File: src/rtl/conv_param_mac.sv
// conv_param_mac: streaming 1-D convolution engine.
// Loads an F_SIZE-tap filter and slides an F_SIZE-sample window over each
// X_SIZE-sample vector, producing X_SIZE-F_SIZE+1 outputs per vector using
// P multipliers per cycle for C = F_SIZE/P cycles per output.
module conv_param_mac #(
  parameter int DATA_WIDTH_X = 8,
  parameter int DATA_WIDTH_F = 8,
  parameter int X_SIZE       = 128,
  parameter int F_SIZE       = 32,
  parameter int P            = 4,
  parameter int ACC_SIZE     = 21,
  parameter int SATURATE     = 0,
  parameter int KEEP_F       = 0
) (
  input  logic                           clk,
  input  logic                           reset_n,
  input  logic                           s_valid_x,
  output logic                           s_ready_x,
  input  logic signed [DATA_WIDTH_X-1:0] s_data_in_x,
  input  logic                           s_valid_f,
  output logic                           s_ready_f,
  input  logic signed [DATA_WIDTH_F-1:0] s_data_in_f,
  output logic                           m_valid_y,
  input  logic                           m_ready_y,
  output logic signed [ACC_SIZE-1:0]     m_data_out_y,
  output logic                           y_last
);

  localparam int unsigned C    = F_SIZE / P;
  localparam int unsigned NY   = X_SIZE - F_SIZE + 1;
  localparam int unsigned PW   = DATA_WIDTH_X + DATA_WIDTH_F;
  localparam int unsigned AW   = DATA_WIDTH_X + DATA_WIDTH_F + $clog2(F_SIZE);
  localparam int unsigned CNTW = $clog2(F_SIZE + 1);
  localparam int unsigned IW   = (F_SIZE > 1) ? $clog2(F_SIZE) : 1;
  localparam int unsigned CW   = (C > 1) ? $clog2(C) : 1;
  localparam int unsigned OW   = (NY > 1) ? $clog2(NY) : 1;

  typedef enum logic [1:0] {
    LOAD    = 2'd0,
    COMPUTE = 2'd1,
    OUTPUT  = 2'd2
  } state_t;

  state_t                    state_q, state_d;
  logic [CNTW-1:0]           w_cnt_q, w_cnt_d;
  logic [CNTW-1:0]           f_cnt_q, f_cnt_d;
  logic [CW-1:0]             cyc_q, cyc_d;
  logic [OW-1:0]             out_cnt_q, out_cnt_d;
  logic signed [AW-1:0]      acc_q, acc_d;
  logic signed [ACC_SIZE-1:0] y_q, y_d;
  logic                      y_last_q, y_last_d;
  logic signed [DATA_WIDTH_X-1:0] win_q  [F_SIZE];
  logic signed [DATA_WIDTH_X-1:0] win_d  [F_SIZE];
  logic signed [DATA_WIDTH_F-1:0] taps_q [F_SIZE];
  logic signed [DATA_WIDTH_F-1:0] taps_d [F_SIZE];

  logic                      x_hs, f_hs;
  logic signed [AW-1:0]      psum;
  logic signed [AW-1:0]      acc_fin;
  logic signed [ACC_SIZE-1:0] y_conv;
  logic [IW-1:0]             tap_idx;
  logic signed [PW-1:0]      xa, fa, prod;

  assign s_ready_x    = (state_q == LOAD) && (w_cnt_q < CNTW'(F_SIZE));
  assign s_ready_f    = (f_cnt_q < CNTW'(F_SIZE));
  assign m_valid_y    = (state_q == OUTPUT);
  assign m_data_out_y = y_q;
  assign y_last       = y_last_q;

  assign x_hs    = s_valid_x && s_ready_x;
  assign f_hs    = s_valid_f && s_ready_f;
  assign acc_fin = acc_q + psum;

  // Sum of the P window*tap products selected by the current compute cycle.
  always_comb begin
    psum    = '0;
    tap_idx = '0;
    xa      = '0;
    fa      = '0;
    prod    = '0;
    for (int unsigned p = 0; p < P; p++) begin
      tap_idx = IW'(int'(cyc_q) * P + p);
      xa      = PW'(win_q[tap_idx]);
      fa      = PW'(taps_q[tap_idx]);
      prod    = xa * fa;
      psum    = psum + AW'(prod);
    end
  end

  // Narrow the full-precision sum to the output width (clamp or wrap).
  if (AW > ACC_SIZE) begin : g_narrow
    logic ovf;
    always_comb begin
      ovf = (acc_fin[AW-1:ACC_SIZE-1] != '0) && (acc_fin[AW-1:ACC_SIZE-1] != '1);
      if ((SATURATE != 0) && ovf) begin
        y_conv = acc_fin[AW-1] ? {1'b1, {(ACC_SIZE-1){1'b0}}}
                               : {1'b0, {(ACC_SIZE-1){1'b1}}};
      end else begin
        y_conv = acc_fin[ACC_SIZE-1:0];
      end
    end
  end else begin : g_wide
    assign y_conv = ACC_SIZE'(acc_fin);
  end

  // Stream intake, FSM sequencing, accumulation and output capture.
  always_comb begin
    state_d   = state_q;
    w_cnt_d   = w_cnt_q;
    f_cnt_d   = f_cnt_q;
    cyc_d     = cyc_q;
    out_cnt_d = out_cnt_q;
    acc_d     = acc_q;
    y_d       = y_q;
    y_last_d  = y_last_q;
    win_d     = win_q;
    taps_d    = taps_q;

    if (f_hs) begin
      taps_d[f_cnt_q[IW-1:0]] = s_data_in_f;
      f_cnt_d                 = f_cnt_q + CNTW'(1);
    end

    if (x_hs) begin
      for (int unsigned j = 0; j < F_SIZE - 1; j++) begin
        win_d[j] = win_q[j+1];
      end
      win_d[F_SIZE-1] = s_data_in_x;
      w_cnt_d         = w_cnt_q + CNTW'(1);
    end

    case (state_q)
      LOAD: begin
        if ((w_cnt_q == CNTW'(F_SIZE)) && (f_cnt_q == CNTW'(F_SIZE))) begin
          state_d = COMPUTE;
          acc_d   = '0;
          cyc_d   = '0;
        end
      end
      COMPUTE: begin
        acc_d = acc_fin;
        if (cyc_q == CW'(C - 1)) begin
          state_d  = OUTPUT;
          y_d      = y_conv;
          y_last_d = (out_cnt_q == OW'(NY - 1));
        end else begin
          cyc_d = cyc_q + CW'(1);
        end
      end
      OUTPUT: begin
        if (m_ready_y) begin
          state_d  = LOAD;
          y_last_d = 1'b0;
          if (y_last_q) begin
            w_cnt_d   = '0;
            out_cnt_d = '0;
            if (KEEP_F == 0) begin
              f_cnt_d = '0;
            end
          end else begin
            // Oldest sample drops out logically; the next accepted sample
            // shifts the window by exactly one position.
            w_cnt_d   = CNTW'(F_SIZE - 1);
            out_cnt_d = out_cnt_q + OW'(1);
          end
        end
      end
      default: begin
        state_d = LOAD;
      end
    endcase
  end

  // State registers with asynchronous active-low reset.
  always_ff @(posedge clk or negedge reset_n) begin
    if (!reset_n) begin
      state_q   <= LOAD;
      w_cnt_q   <= '0;
      f_cnt_q   <= '0;
      cyc_q     <= '0;
      out_cnt_q <= '0;
      acc_q     <= '0;
      y_q       <= '0;
      y_last_q  <= 1'b0;
      win_q     <= '{default: '0};
      taps_q    <= '{default: '0};
    end else begin
      state_q   <= state_d;
      w_cnt_q   <= w_cnt_d;
      f_cnt_q   <= f_cnt_d;
      cyc_q     <= cyc_d;
      out_cnt_q <= out_cnt_d;
      acc_q     <= acc_d;
      y_q       <= y_d;
      y_last_q  <= y_last_d;
      win_q     <= win_d;
      taps_q    <= taps_d;
    end
  end

endmodule

File: config.mk
export PLATFORM = sky130hd
export DESIGN_NAME = conv_param_mac
export DESIGN_NICKNAME = d
export VERILOG_FILES = /design/src/rtl/conv_param_mac.sv
export SDC_FILE = /design/constraint.sdc
export NUM_CORES = 2
export LEC_CHECK = 0
export BUFFER_PORTS_ARGS = -buffer_cell sky130_fd_sc_hd__buf_2
export CORE_MARGIN = 5
export CORE_UTILIZATION = 50
export DETAILED_ROUTE_END_ITERATION = 10
export MAX_ROUTING_LAYER = met4
export PLACE_DENSITY_LB_ADDON = 0.25
export SLEW_MARGIN = 20
export SYNTH_ARGS = -nofsm -noshare
export SYNTH_HDL_FRONTEND = slang
export SYNTH_SLANG_ARGS = --single-unit
File: constraint.sdc
create_clock -name clk -period 10.61 [get_ports clk]
set_input_delay 2.122 -clock clk [delete_from_list [all_inputs] [get_ports clk]]
set_output_delay 2.122 -clock clk [all_outputs]
set_load 0.05 [all_outputs]
==> reports/qor.yml <==
die:
  core_um2: 74450
  io_pins: 46
  dieArea_um2: 80620
  die_x_um: 283.9
  die_h_um: 283.9
  start_util_pct: 50.40
  num_rows: 100
synth:
  yosysSeqAreaShare_pct: 38.61
  synth.distinct_cells: 58
  synthCells: 2909
  syn-num-nets: 3387
  synth-async-reset-ratio_pct: 100.0
  syn_area_um2: 37520
  ys.flop_type: "dfrtp_1"
  synth_edf_count: 0
  synth_warnings: 0
  ys_ff_latch: 579
  synth_area_per_cell_um2: 12.90
sta:
  fmax_mhz: 99.56
  setup_tns_ns: 0
  rsz0062_at_grt: "no"
  relSlewSlack_pct: 25.90
  tightest_slew_ns: 1.107
  hold_viol: 0
  timing.final.crit_period_ns: 10.04
  fin_crit_sh_pct: 94.66
  finalMaxSlewViolations: 0
  report.final.setup_viol: 0
  clock-skew-final_ns: 0.03987
drt:
  ant_nets: 0
  vias: 22552
  wl_per_cell_um: 21.59
  routed_via_density: 5.611
  drtIter0Drc: 1420
  drt-total-wl_mm: 86.77
  route.detailed.drc: 0
  firstDrtPassIters: 7
place:
  dpl.hpwl_mm: 64.88
  port_buffers: 45
  place.gp.congestion: 0.9518
setup_path:
  r2r_start: "cyc_q[0]"
  start_kind: "flop"
  cpMostUsedCell: "fa_1"
  slowest_delay_ns: 0.54
  cp.arrival_ns: 10.53
  crit_family: "adder cells"
  crit_fanout: 30
  rr_worst_depth: 34
  cp_slowest_cell: "dfrtp_4"
  cp.depth: 34
  critPathKind: "reg -> reg"
  r2r_setup_slack_ns: 0.57
  required_ns: 11.10
  timing.rr.end: "m_data_out_y[20]"
  cp-end-kind: "flop"
  path_buf_inv: 6
clock_tree:
  ctsHoldBuffers: 0
  cts_root_buf: "clkbuf_16"
  clock-sinks: 579
  cts_buffers: 60
  cts.clk_slew.worst_paths_ns: 0.06
  cts_tree: "done"
  h-tree-depth: 2
  clk_path_buf_depth: 3
  clkLatencyLatePin_ns: 0.64
grt:
  antenna_found_initial: 1
  grt_pass1_wl_mm: 141.4
  grt_util_all_layers_pct: 22.53
  grt_pass1_vias: 24857
  grt_max_degree: 190
  overflow: 0
cells_and_area:
  areaGrowthSynthToFinish_pct: 10.72
  final_nets: 3479
  n_fill_cell: 6022
  insertedDiodeCount: 0
  drive_gt1_share_pct: 31.25
run_status:
  status: "finished clean"
worst_hold_path:
  hold_path.class: "reg -> reg"
  min_from: "m_data_out_y[14]"
  whs_endpoint: "m_data_out_y[14]"
  hold_depth: 2
flow_run:
  drv_cap: 0
-- cell usage in the layout, fill, tap and decap left out, types with 60 or more instances in the layout --
cell / instances
clkbuf_16: 60
buf_4: 81
inv_1: 417
ha_1: 130
mux4_2: 128
dfrtp_1: 576
nand2_1: 84
fa_1: 327
nor2_1: 221
mux2i_1: 62
mux2_2: 539
-- cell usage after synthesis, types with 34 or more instances --
master,instances,share of area (%)
dfrtp_1,579,39
mux2_2,539,16
inv_1,417,4.2
fa_1,327,17
nor2_1,223,2.2
ha_1,130,4.3
mux4_2,128,7.7
nand2_1,85,0.85
clkbuf_1,84,0.84
mux2i_1,62,1.7
xnor2_1,35,0.82
a21oi_1,34,0.45
-- layer usage --
layer | vias up | track usage (%) | routed length [µm]
met4 | 0 | 5.472 | 2128
met3 | 139 | 2.594 | 3762
met5 | - | - | 0
met2 | 548 | 36.09 | 41930
li1 | 9920 | - | -
met1 | 11945 | 31.32 | 38950
-- what timing repair did --
item / CTS / global route
hold endpoints to repair: 0 / 0
endpoints found under the setup margin: 0 / 4
buffers inserted: 0 / 6
resized for setup: 0 / 2
-- area by class of cell --
class / instances / area (µm²) / share of cell area (%)
multi-input combinational: 1803 / 21060 / 50.69
clock buffer: 84 / 1722 / 4.144
timing repair buffer: 140 / 1122 / 2.701
clock inverter: 27 / 365.4 / 0.8794
sequential: 579 / 14500 / 34.90
inverter: 417 / 1565 / 3.767
tap: 969 / 1212 / 2.918
-- state kept, by name, indices dropped and copies added (netlist names) --
name	count
state_q	2
w_cnt_q	6
y_last	1
cyc_q	3
f_cnt_q	6
acc_q	21
win_q	256
out_cnt_q	7
taps_q	256
m_data_out_y	21
-- worst reg2reg max path: cells and delay by family, from the launching register on --
| family | cells | cell delay (ns) |
|---|---|---|
| xor+xnor | 2 | 0.34 |
| buf+inv | 6 | 0.86 |
| mux | 3 | 1.09 |
| compound gates | 7 | 1.79 |
| simple gates | 6 | 0.75 |
| flops | 1 | 0.54 |
| fa+ha+maj | 10 | 4.54 |
-- worst max path at each step --
stage | from | end | slack, ns
2_1_floorplan | cyc_q[0] | m_data_out_y[20] | 1.12
3_3_place_gp | cyc_q[0] | m_data_out_y[20] | 0.52
3_5_place_dp | cyc_q[0] | m_data_out_y[20] | 0.33
4_1_cts | cyc_q[0] | m_data_out_y[20] | 0.25
5_1_grt | cyc_q[0] | m_data_out_y[18] | 0.04
6_report | cyc_q[0] | m_data_out_y[20] | 0.57
-- cell families (layout without fill, tap and decap cells) --
group                    after synthesis  after routing  synth area share, %
multiplexers                         730            730                25.54
flip-flops                           579            579                38.61
buffers and inverters                527            668                5.318
adder cells (fa/ha/maj)              457            457                21.78
AND/OR/NAND/NOR                      442            442                5.228
AO/OA/AOI/OAI                        128            128                2.404
XOR/XNOR                              46             46                1.114
-- metrics by stage --
stage          std cells  util, %  area, µm²  setup slack [ns]  hold WS [ns]
6_report            4019    55.81      41550            0.5662        0.4695
5_1_grt             4019    55.81      41550           0.04364        0.5022
3_3_place_gp        3901    52.85      39340            0.5191        0.4496
4_1_cts             4012    55.66      41430            0.2539        0.4780
2_1_floorplan       2909        -      37520             1.117        0.4551
3_5_place_dp        3901    52.85      39350            0.3265        0.4637
Power is left out: the tool's default activity adds up to more than one toggle a clock period on the data nets, which glitch-free logic cannot reach.
